File: config.mk
export PLATFORM = sky130hd
export DESIGN_NAME = plant_cell_animator_flat
export DESIGN_NICKNAME = d
export VERILOG_FILES = /design/src/rtl/plant_cell_animator_if.sv /design/src/rtl/plant_cell_animator.sv /design/src/flat_wrapper.sv
export SDC_FILE = /design/constraint.sdc
export NUM_CORES = 1
export LEC_CHECK = 0
export CORE_MARGIN = 4
export CORE_UTILIZATION = 50
export DETAILED_ROUTE_END_ITERATION = 8
export PLACE_DENSITY = 0.74
export SLEW_MARGIN = 20
export SYNTH_ARGS = -nofsm -noshare
export SYNTH_HDL_FRONTEND = slang
export SYNTH_SLANG_ARGS = --single-unit
File: constraint.sdc
create_clock -name vga_clk -period 3.8 [get_ports vga_clk]
set_input_delay 0.76 -clock vga_clk [delete_from_list [all_inputs] [get_ports vga_clk]]
set_output_delay 0.76 -clock vga_clk [all_outputs]
set_load 0.01 [all_outputs]
File: src/rtl/plant_cell_animator_if.sv
// Command bus from game logic into the lawn animator: valid/ready handshake plus target cell.
interface plant_cell_animator_if;
  logic       cmd_valid;
  logic       cmd_ready;
  logic [1:0] cmd_op;
  logic [2:0] cmd_row;
  logic [3:0] cmd_col;
  logic [2:0] cmd_plant;

  modport master (
    output cmd_valid, cmd_op, cmd_row, cmd_col, cmd_plant,
    input  cmd_ready
  );

  modport slave (
    input  cmd_valid, cmd_op, cmd_row, cmd_col, cmd_plant,
    output cmd_ready
  );
endinterface

File: src/rtl/plant_cell_animator.sv
// Per-cell plant animation state for the 9x5 lawn with vblank-gated commands and a
// registered per-pixel lookup feeding the sprite renderer.
module plant_cell_animator #(
  parameter int unsigned LAWN_X0   = 64,
  parameter int unsigned LAWN_Y0   = 96,
  parameter int unsigned FRAME_DIV = 6
) (
  input  logic                        vga_clk,
  input  logic                        reset_n,
  input  logic                        vsync,
  input  logic [9:0]                  DrawX,
  input  logic [9:0]                  DrawY,
  plant_cell_animator_if.slave        cmd,
  output logic                        cell_valid,
  output logic [2:0]                  plant,
  output logic [2:0]                  animation,
  output logic [4:0]                  local_x,
  output logic [4:0]                  local_y
);
  localparam int unsigned NumCells = 45;

  localparam logic [1:0] StEmpty  = 2'd0;
  localparam logic [1:0] StIdle   = 2'd1;
  localparam logic [1:0] StAttack = 2'd2;

  localparam logic [1:0] OpPlace  = 2'b01;
  localparam logic [1:0] OpRemove = 2'b10;
  localparam logic [1:0] OpAttack = 2'b11;

  localparam logic [9:0] XLo     = 10'(LAWN_X0);
  localparam logic [9:0] XHi     = 10'(LAWN_X0 + 576);
  localparam logic [9:0] YLo     = 10'(LAWN_Y0);
  localparam logic [9:0] YHi     = 10'(LAWN_Y0 + 320);
  localparam logic [9:0] VblankY = 10'd480;
  localparam logic [3:0] DivLast = 4'(FRAME_DIV - 1);

  // Tick generation
  logic       vsync_q;
  logic [3:0] div_q, div_d;
  logic       vs_fall, tick;

  assign vs_fall = vsync_q & ~vsync;
  assign tick    = vs_fall & (div_q == DivLast);

  always_comb begin
    div_d = div_q;
    if (vs_fall) div_d = tick ? 4'd0 : div_q + 4'd1;
  end

  // Single pending command slot
  logic       pend_q;
  logic [1:0] pend_op_q;
  logic [2:0] pend_row_q, pend_plant_q;
  logic [3:0] pend_col_q;
  logic       accept, apply, pend_hit;
  logic [5:0] pend_idx;

  assign cmd.cmd_ready = ~pend_q;
  assign accept        = cmd.cmd_valid & ~pend_q;
  assign apply         = pend_q & (DrawY >= VblankY);
  assign pend_hit      = apply & (pend_row_q <= 3'd4) & (pend_col_q <= 4'd8);
  assign pend_idx      = 6'(pend_row_q) * 6'd9 + 6'(pend_col_q);

  // Cell array
  logic [1:0] state_q [NumCells];
  logic [1:0] state_d [NumCells];
  logic [2:0] plant_q [NumCells];
  logic [2:0] plant_d [NumCells];
  logic [2:0] frame_q [NumCells];
  logic [2:0] frame_d [NumCells];

  always_comb begin
    for (int i = 0; i < NumCells; i++) begin
      state_d[i] = state_q[i];
      plant_d[i] = plant_q[i];
      frame_d[i] = frame_q[i];
      if (tick) begin
        case (state_q[i])
          StIdle:   frame_d[i] = (frame_q[i] == 3'd5) ? 3'd0 : frame_q[i] + 3'd1;
          StAttack: begin
            if (frame_q[i] == 3'd7) begin
              state_d[i] = StIdle;
              frame_d[i] = 3'd0;
            end else begin
              frame_d[i] = 3'd7;
            end
          end
          default: ;
        endcase
      end
      // Command overrides the tick for its target cell
      if (pend_hit && (pend_idx == 6'(i))) begin
        case (pend_op_q)
          OpPlace: begin
            state_d[i] = StIdle;
            plant_d[i] = pend_plant_q;
            frame_d[i] = 3'd0;
          end
          OpRemove: begin
            state_d[i] = StEmpty;
            plant_d[i] = 3'd0;
            frame_d[i] = 3'd0;
          end
          OpAttack: begin
            if (state_q[i] != StEmpty) begin
              state_d[i] = StAttack;
              frame_d[i] = 3'd6;
            end
          end
          default: ;
        endcase
      end
    end
  end

  // Pixel lookup
  logic [9:0] rel_x, rel_y;
  logic       in_lawn, look_occ;
  logic [5:0] look_idx;
  logic       unused_bits;

  assign rel_x       = DrawX - XLo;
  assign rel_y       = DrawY - YLo;
  assign in_lawn     = (DrawX >= XLo) && (DrawX < XHi) && (DrawY >= YLo) && (DrawY < YHi);
  assign look_idx    = in_lawn ? 6'(rel_y[8:6]) * 6'd9 + 6'(rel_x[9:6]) : 6'd0;
  assign look_occ    = in_lawn && (state_q[look_idx] != StEmpty);
  assign unused_bits = ^{rel_x[0], rel_y[0], rel_y[9]};

  always_ff @(posedge vga_clk or negedge reset_n) begin
    if (!reset_n) begin
      vsync_q      <= 1'b1;
      div_q        <= 4'd0;
      pend_q       <= 1'b0;
      pend_op_q    <= 2'd0;
      pend_row_q   <= 3'd0;
      pend_col_q   <= 4'd0;
      pend_plant_q <= 3'd0;
      for (int i = 0; i < NumCells; i++) begin
        state_q[i] <= StEmpty;
        plant_q[i] <= 3'd0;
        frame_q[i] <= 3'd0;
      end
      cell_valid <= 1'b0;
      plant      <= 3'd0;
      animation  <= 3'd0;
      local_x    <= 5'd0;
      local_y    <= 5'd0;
    end else begin
      vsync_q <= vsync;
      div_q   <= div_d;
      if (apply) begin
        pend_q <= 1'b0;
      end else if (accept) begin
        pend_q       <= 1'b1;
        pend_op_q    <= cmd.cmd_op;
        pend_row_q   <= cmd.cmd_row;
        pend_col_q   <= cmd.cmd_col;
        pend_plant_q <= cmd.cmd_plant;
      end
      for (int i = 0; i < NumCells; i++) begin
        state_q[i] <= state_d[i];
        plant_q[i] <= plant_d[i];
        frame_q[i] <= frame_d[i];
      end
      cell_valid <= look_occ;
      plant      <= look_occ ? plant_q[look_idx] : 3'd0;
      animation  <= look_occ ? frame_q[look_idx] : 3'd0;
      local_x    <= look_occ ? rel_x[5:1] : 5'd0;
      local_y    <= look_occ ? rel_y[5:1] : 5'd0;
    end
  end
endmodule

File: src/flat_wrapper.sv
// flat-port wrapper written by rule: the top's interface ports become plain ports
module plant_cell_animator_flat 
#(
  parameter int unsigned LAWN_X0   = 64,
  parameter int unsigned LAWN_Y0   = 96,
  parameter int unsigned FRAME_DIV = 6
)
  (vga_clk, reset_n, vsync, DrawX, DrawY, cell_valid, plant, animation, local_x, local_y, cmd_cmd_valid, cmd_cmd_op, cmd_cmd_row, cmd_cmd_col, cmd_cmd_plant, cmd_cmd_ready);
  plant_cell_animator_if cmd_i ();
  input  logic vga_clk;
  input  logic reset_n;
  input  logic vsync;
  input  logic [9:0] DrawX;
  input  logic [9:0] DrawY;
  output logic cell_valid;
  output logic [2:0] plant;
  output logic [2:0] animation;
  output logic [4:0] local_x;
  output logic [4:0] local_y;
  input wire logic [$bits(cmd_i.cmd_valid)-1:0] cmd_cmd_valid;
  input wire logic [$bits(cmd_i.cmd_op)-1:0] cmd_cmd_op;
  input wire logic [$bits(cmd_i.cmd_row)-1:0] cmd_cmd_row;
  input wire logic [$bits(cmd_i.cmd_col)-1:0] cmd_cmd_col;
  input wire logic [$bits(cmd_i.cmd_plant)-1:0] cmd_cmd_plant;
  output wire logic [$bits(cmd_i.cmd_ready)-1:0] cmd_cmd_ready;
  assign cmd_i.cmd_valid = cmd_cmd_valid;
  assign cmd_i.cmd_op = cmd_cmd_op;
  assign cmd_i.cmd_row = cmd_cmd_row;
  assign cmd_i.cmd_col = cmd_cmd_col;
  assign cmd_i.cmd_plant = cmd_cmd_plant;
  assign cmd_cmd_ready = cmd_i.cmd_ready;
  plant_cell_animator #(.LAWN_X0(LAWN_X0), .LAWN_Y0(LAWN_Y0), .FRAME_DIV(FRAME_DIV)) u_core (.vga_clk(vga_clk), .reset_n(reset_n), .vsync(vsync), .DrawX(DrawX), .DrawY(DrawY), .cmd(cmd_i), .cell_valid(cell_valid), .plant(plant), .animation(animation), .local_x(local_x), .local_y(local_y));
endmodule
* Yosys cells after proc, flatten, opt, wreduce, memory -nomap -nowiden
Cells that the tools add are included.
Storage, ports and cells: register bits after elaboration 395, latch bits 0, bits in writable memories 0, ROM bits 0, bits of input ports 36, output and inout bits 18, logic and storage cells 1193, memories kept 0
Cells by class: add/subtract/negate cells 50, multipliers 2, divide/modulo/power cells 0, $lt $le $gt $ge 8, equality and inequality tests 228, shift-type cells 0, muxes and demuxes 603, bitwise logic cells 10, reductions and logical operators 145
Operators by type and width (number):
- $mux 3 | 231
- $pmux 3 s2 | 91
- $mux 2 | 227
- $eq 3x3->1 const B | 90
- $pmux 2 s3 | 45
- $add 3x1->3 const B | 45
- $eq 6x5->1 const B | 16
- $reduce_bool 2->1 | 48
- $eq 2x2->1 const B | 47
- $eq 2x1->1 const B | 46
- $reduce_and 2->1 | 46
- $eq 6x6->1 const B | 13
- $logic_and 1x1->1 | 49
- $eq 6x4->1 const B | 8
- $bmux 3 s6 | 2
- $eq 6x3->1 const B | 4
- $ge 10x7->1 const B | 2
- $add 6x4->6 | 2
- $bmux 2 s6 | 1
- $eq 6x2->1 const B | 2
- $mul 3x4->6 const B | 2
- $ge 10x9->1 const B | 1
- $lt 10x10->1 const B | 1
- $lt 10x9->1 const B | 1
- 17 further kinds | 26

* Depth between registers and ports, before layout
depth in word-level cells 12, depth in mapped cells 16, depth with buffers taken out 14

* Worst setup path before layout
Ideal clock, no wire load.
kind input port to flip-flop, start input port DrawY[5], end register u_core.plant[2], library setup time 0.068 ns, arrival time 3.869 ns, required time 3.732 ns, path slack -0.137 ns, cell stages on the path 14, path buffers 1, cells stage by stage ha_1 > xnor2_1 > ha_1 > ha_1 > fa_1 > clkbuf_1 > nor2b_1 > nand2_1 > nor4_4 > o211ai_1 > a41oi_1 > o22a_2 > a21boi_1 > and4b_1
On the way: cells in the longest elaborated chain, start to end 11
RTL lines:
- from (decl) | line flat_wrapper.sv:14 | input logic [9:0] DrawY;
- $sub 9x7->9 / $ge 10x7->1 (equally long branches) | line plant_cell_animator.sv:123, plant_cell_animator.sv:124
- $mul 3x4->6 / $logic_and 1x1->1 (equally long branches) | line plant_cell_animator.sv:125, plant_cell_animator.sv:124
- $add 6x4->6 / $logic_and 1x1->1 (equally long branches) | line plant_cell_animator.sv:125, plant_cell_animator.sv:124
- $mux 6 | line plant_cell_animator.sv:125 | assign look_idx = in_lawn ? 6'(rel_y[8:6]) * 6'd9 + 6'(rel_x[9:6]) : 6'd0;
- $not 6->7 (implied by the code) | line plant_cell_animator.sv:126, plant_cell_animator.sv:166
- $bmux 2 s6 | line plant_cell_animator.sv:126 | assign look_occ = in_lawn && (state_q[look_idx] != StEmpty);
- $mux 2 (implied by the code) (2 in series) | line plant_cell_animator.sv:126
- $reduce_bool 2->1 | line plant_cell_animator.sv:126
- $logic_and 1x1->1 | line plant_cell_animator.sv:126
- $mux 3 (*) | line plant_cell_animator.sv:166 | plant <= look_occ ? plant_q[look_idx] : 3'd0;
- to (signal assigned) | line plant_cell_animator.sv:166
- to (decl) | line plant_cell_animator.sv:15 | output logic [2:0] plant,
Mark *: on every way between the ends. The rest lies on a longest branch, timed or not. The select of a mux whose other input is x is not followed. A chain may end at the register's enable or synchronous reset.

* Worst setup path in the final report
start input port DrawY[5], end register u_core.local_x[4]
On the way: cells in the longest elaborated chain, start to end 11
RTL lines:
- $sub 9x7->9 / $ge 10x7->1 (equally long branches) | line plant_cell_animator.sv:123, plant_cell_animator.sv:124
- $mul 3x4->6 / $logic_and 1x1->1 (equally long branches) | line plant_cell_animator.sv:125, plant_cell_animator.sv:124
- $add 6x4->6 / $logic_and 1x1->1 (equally long branches) | line plant_cell_animator.sv:125, plant_cell_animator.sv:124
- $mux 6 | line plant_cell_animator.sv:125
- $not 6->7 (implied by the code) | line plant_cell_animator.sv:126
- $bmux 2 s6 | line plant_cell_animator.sv:126
- $mux 2 (implied by the code) (2 in series) | line plant_cell_animator.sv:126
- $reduce_bool 2->1 | line plant_cell_animator.sv:126
- $logic_and 1x1->1 (*) | line plant_cell_animator.sv:126
- $mux 5 (*) | line plant_cell_animator.sv:168 | local_x <= look_occ ? rel_x[5:1] : 5'd0;
- to (signal assigned) | line plant_cell_animator.sv:168
- to (decl) | line plant_cell_animator.sv:17 | output logic [4:0] local_x,
Marked as above.

==> impl_metrics.py <==
metrics = {
    "run": {
        "drv_cap": 0,
    },
    "critical_path": {
        "crit_path_cell_trace": "dlygate4sd2_1, ha_4, xnor2_4, ha_4, ha_2, fa_2, buf_4, nand4_1, buf_4, a2111oi_0, a222oi_1, o22a_2, buf_12, buf_12, and2_1",
        "cp_max_fo": 11,
        "path_class": "primary input to flop",
        "setup.worst_path.start_class": "primary input",
        "cp.buffers_inverters": 5,
        "cp.depth": 15,
        "slowest_delay_ns": 0.60,
        "end_kind": "flop",
        "required_ns": 4.26,
        "cp_slowest_cell": "fa_2",
        "rr_worst_depth": 13,
        "arrival_ns": 4.10,
        "crit_family": "adder cells",
    },
    "floorplanning": {
        "start_util_pct": 50.8,
        "coreArea_sq_um": 49300,
        "die_x_um": 232,
        "io_pins": 54,
        "fp.dieH_um": 232,
        "row_count": 81,
        "die_area_sq_um": 53700,
    },
    "power_and_ir_drop": {
        "irDropWorstVdd_mv": 0.312,
        "switching_share_pct": 32.9,
        "power.density_nw_per_um2": 438,
        "p_comb_share_pct": 25.7,
        "p_sw_mw": 4.23,
        "p_leak_nw": 12.2,
        "p_seq_share_pct": 37.6,
        "power.internal_mw": 8.64,
        "power.share.clock_pct": 36.7,
    },
    "global_route": {
        "grt_pass1_wl_um": 125000,
        "antenna_found_initial": 0,
        "grt_usage_pct": 28.8,
        "first_global_vias": 23100,
        "overflow": 0,
        "met3_usage_pct": 4.71,
        "grt.busiest_layer": "met2",
        "met1_usage_pct": 38.3,
        "grt_max_degree": 96,
        "use_met2_pct": 45.8,
    },
    "place": {
        "postPlaceCellArea_sq_um": 27700,
        "portBuffers": 53,
        "place.gp.congestion": 1.00,
        "dp_cells": 3641,
        "place_hpwl_um": 56600,
    },
    "sta": {
        "max_freq_mhz": 274,
        "period_share_pct": 95.9,
        "max-slew-margin-rel_pct": 33.7,
        "hold_viol": 0,
        "clock_skew_ns": 0.0214,
        "worst_slew_pin_slew_ns": 0.995,
        "rsz0062_at_grt": "false",
        "setup_viol": 0,
        "finalSetupTns_ns": 0,
        "drv_slew": 0,
        "finalCriticalPeriod_ns": 3.64,
    },
    "synthesis": {
        "synth.distinct_cells": 78,
        "postSynthCellCount": 2853,
        "ys_ff_latch": 395,
        "synthArstFlopShare_pct": 100,
        "synth_fp_nets": 3096,
        "synth_top_cell_by_area": "dfrtp_1",
        "synth_top_area_share_pct": 39.4,
        "synthTopCellsByArea": "dfrtp_1, ha_1, nand2_1",
        "seq_area_frac_synth_pct": 39.5,
        "ys.flop_type": "dfrtp_1",
        "synth-edff-count": 0,
        "yosys_warnings": 0,
        "syn_area_sq_um": 25000,
        "syn_area_per_cell_sq_um": 8.77,
    },
    "clock_tree": {
        "cts_buffers": 45,
        "cts-root-buf": "clkbuf_16",
        "clockBufferDepth": 3,
        "clkTransAtPathRegs_ns": 0.06,
        "cts_tree": "yes",
        "clock_sinks": 395,
        "htreeDepth": 2,
        "clk_latency_ns": 0.59,
    },
    "cells_and_area": {
        "fin_area_sq_um": 29400,
        "fillers": 4162,
        "fin_nets": 3269,
        "drive_above_1_share_pct": 12.6,
        "antennaDiodeCount": 0,
        "stdcell_count": 3723,
        "syn2layout_area_growth_pct": 17.4,
    },
    "status": {
        "status": "finished, final reports clean",
    },
    "route": {
        "drt_pass1_iterations": 6,
        "vias": 23500,
        "viasPerCell": 6.33,
        "ant_nets": 0,
        "wl_per_cell_um": 21.0,
        "drt-total-wl_um": 78400,
        "drc_errors": 0,
        "drt-initial-drc-count": 2913,
    },
    "min_path": {
        "hold_class": "primary input to asynchronous set/reset pin",
    },
}
-- state kept, by name, indices dropped and copies added, names as in the netlist, 3 cells and up --
name                 flops
u_core.local_x           5
u_core.state_q          90
u_core.pend_plant_q      3
u_core.plant             3
u_core.pend_col_q        4
u_core.animation         3
u_core.frame_q         135
u_core.div_q             4
u_core.plant_q         135
u_core.pend_row_q        3
u_core.local_y           5
-- cell usage after synthesis (all sizes together) (4+ instances only) --
library cell / n
a2111oi: 4
a211o: 4
a211oi: 21
a21oi: 210
a221o: 6
a221oi: 28
a311oi: 4
a31oi: 154
a32oi: 4
and2: 59
and3: 5
buf: 26
clkbuf: 86
dfrtp: 394
ha: 205
inv: 112
mux2: 25
mux2i: 46
mux4: 4
nand2: 354
nand2b: 53
nand3: 120
nand3b: 48
nand4: 8
nor2: 132
nor2b: 102
nor3: 122
nor4: 10
nor4bb: 44
o211ai: 55
o21ai: 244
o22ai: 49
o311ai: 7
o31ai: 6
or2: 43
or3: 8
xnor2: 6
xor2: 7
-- repair_timing --
item | 4_1_cts | 5_1_grt
resized for setup | 7 | 21
hold buffers | 0 | 0
pin swaps | 5 | 7
buffers inserted | 1 | 1
setup endpoints to repair | 14 | 17
-- cells by family (layout without fill, tap and decap cells) --
logic type	Yosys count	after routing	share of synthesized area, %
muxes	75	75	3.32
and+or+nand+nor	1117	1117	23.1
adders and majority gates	207	207	10.4
buffers and inverters	224	430	3.56
DFF	395	395	39.5
AOI/OAI and AO/OA	822	822	19.7
xor gates and xnor gates	13	13	0.455
-- power groups by stage --
stage	Clock, mW	Combinational, mW	Sequential (mW)
2_1_floorplan	0	1.81	4.80
3_3_place_gp	0	3.09	4.88
3_5_place_dp	0	3.18	4.90
4_1_cts	4.76	3.21	4.83
5_1_grt	4.94	3.55	4.87
6_report	4.72	3.31	4.84
-- final timing paths --
check,start,end,slack [ns]
max reg2reg,u_core.pend_row_q[1],u_core.frame_q[25],0.61
max in group asynchronous,reset_n,u_core.pend_row_q[1],2.59
max,DrawY[5],u_core.local_x[4],0.16
min,reset_n,u_core.frame_q[67],0.12
min in group vga_clk,u_core.plant_q[112],u_core.plant_q[112],0.48
min reg2reg,u_core.plant_q[112],u_core.plant_q[112],0.48
-- final cells by class --
class	count	area, sq um	share of cell area, %
multi-input combinational	2234	14500	49.2
sequential	395	9890	33.6
timing repair buffer	238	2190	7.45
clock buffer	58	1300	4.41
tap	664	831	2.83
inverter	112	423	1.44
clock inverter	22	297	1.01
-- placed cells by master (no fill, tap or decap), types with 7 or more instances in the layout --
cell	count
nor2_1	131
nand3_1	120
a211oi_1	18
o22ai_1	49
clkdlybuf4s50_1	47
a21oi_1	207
bufinv_16	7
mux2_2	25
or2_2	43
clkbuf_8	8
mux2i_1	46
nand2b_1	50
or3_1	8
nor4bb_1	44
nand2_1	353
buf_4	164
ha_1	198
clkinv_2	11
o211ai_1	55
buf_12	21
clkbuf_16	47
dfrtp_1	394
inv_1	108
a31oi_1	154
nand3b_1	48
nor3_1	116
a221oi_1	28
and2_1	59
o21ai_0	240
nor2b_1	100
nand4_1	7
-- metal layers --
| layer | wire length, um | vias up |
|---|---|---|
| li1 | - | 10700 |
| met1 | 32100 | 11400 |
| met2 | 35500 | 1171 |
| met5 | 0 | - |
| met3 | 6370 | 261 |
| met4 | 4400 | 0 |
-- through the flow --
step / setup WS (ns) / power (mW) / utilization (%) / hold WS (ns)
CTS: 0.0115 / 12.8 / 59.5 / 0.132
floorplan: 0.0115 / 6.61 / - / 0.442
finish: 0.155 / 12.9 / 59.7 / 0.116
global placement: -0.646 / 7.97 / 56.2 / 0.457
detailed placement: -0.691 / 8.08 / 56.2 / 0.467
global route: 0.0747 / 13.4 / 59.7 / 0.159
No activity file was read; power rests on OpenSTA's default activity.
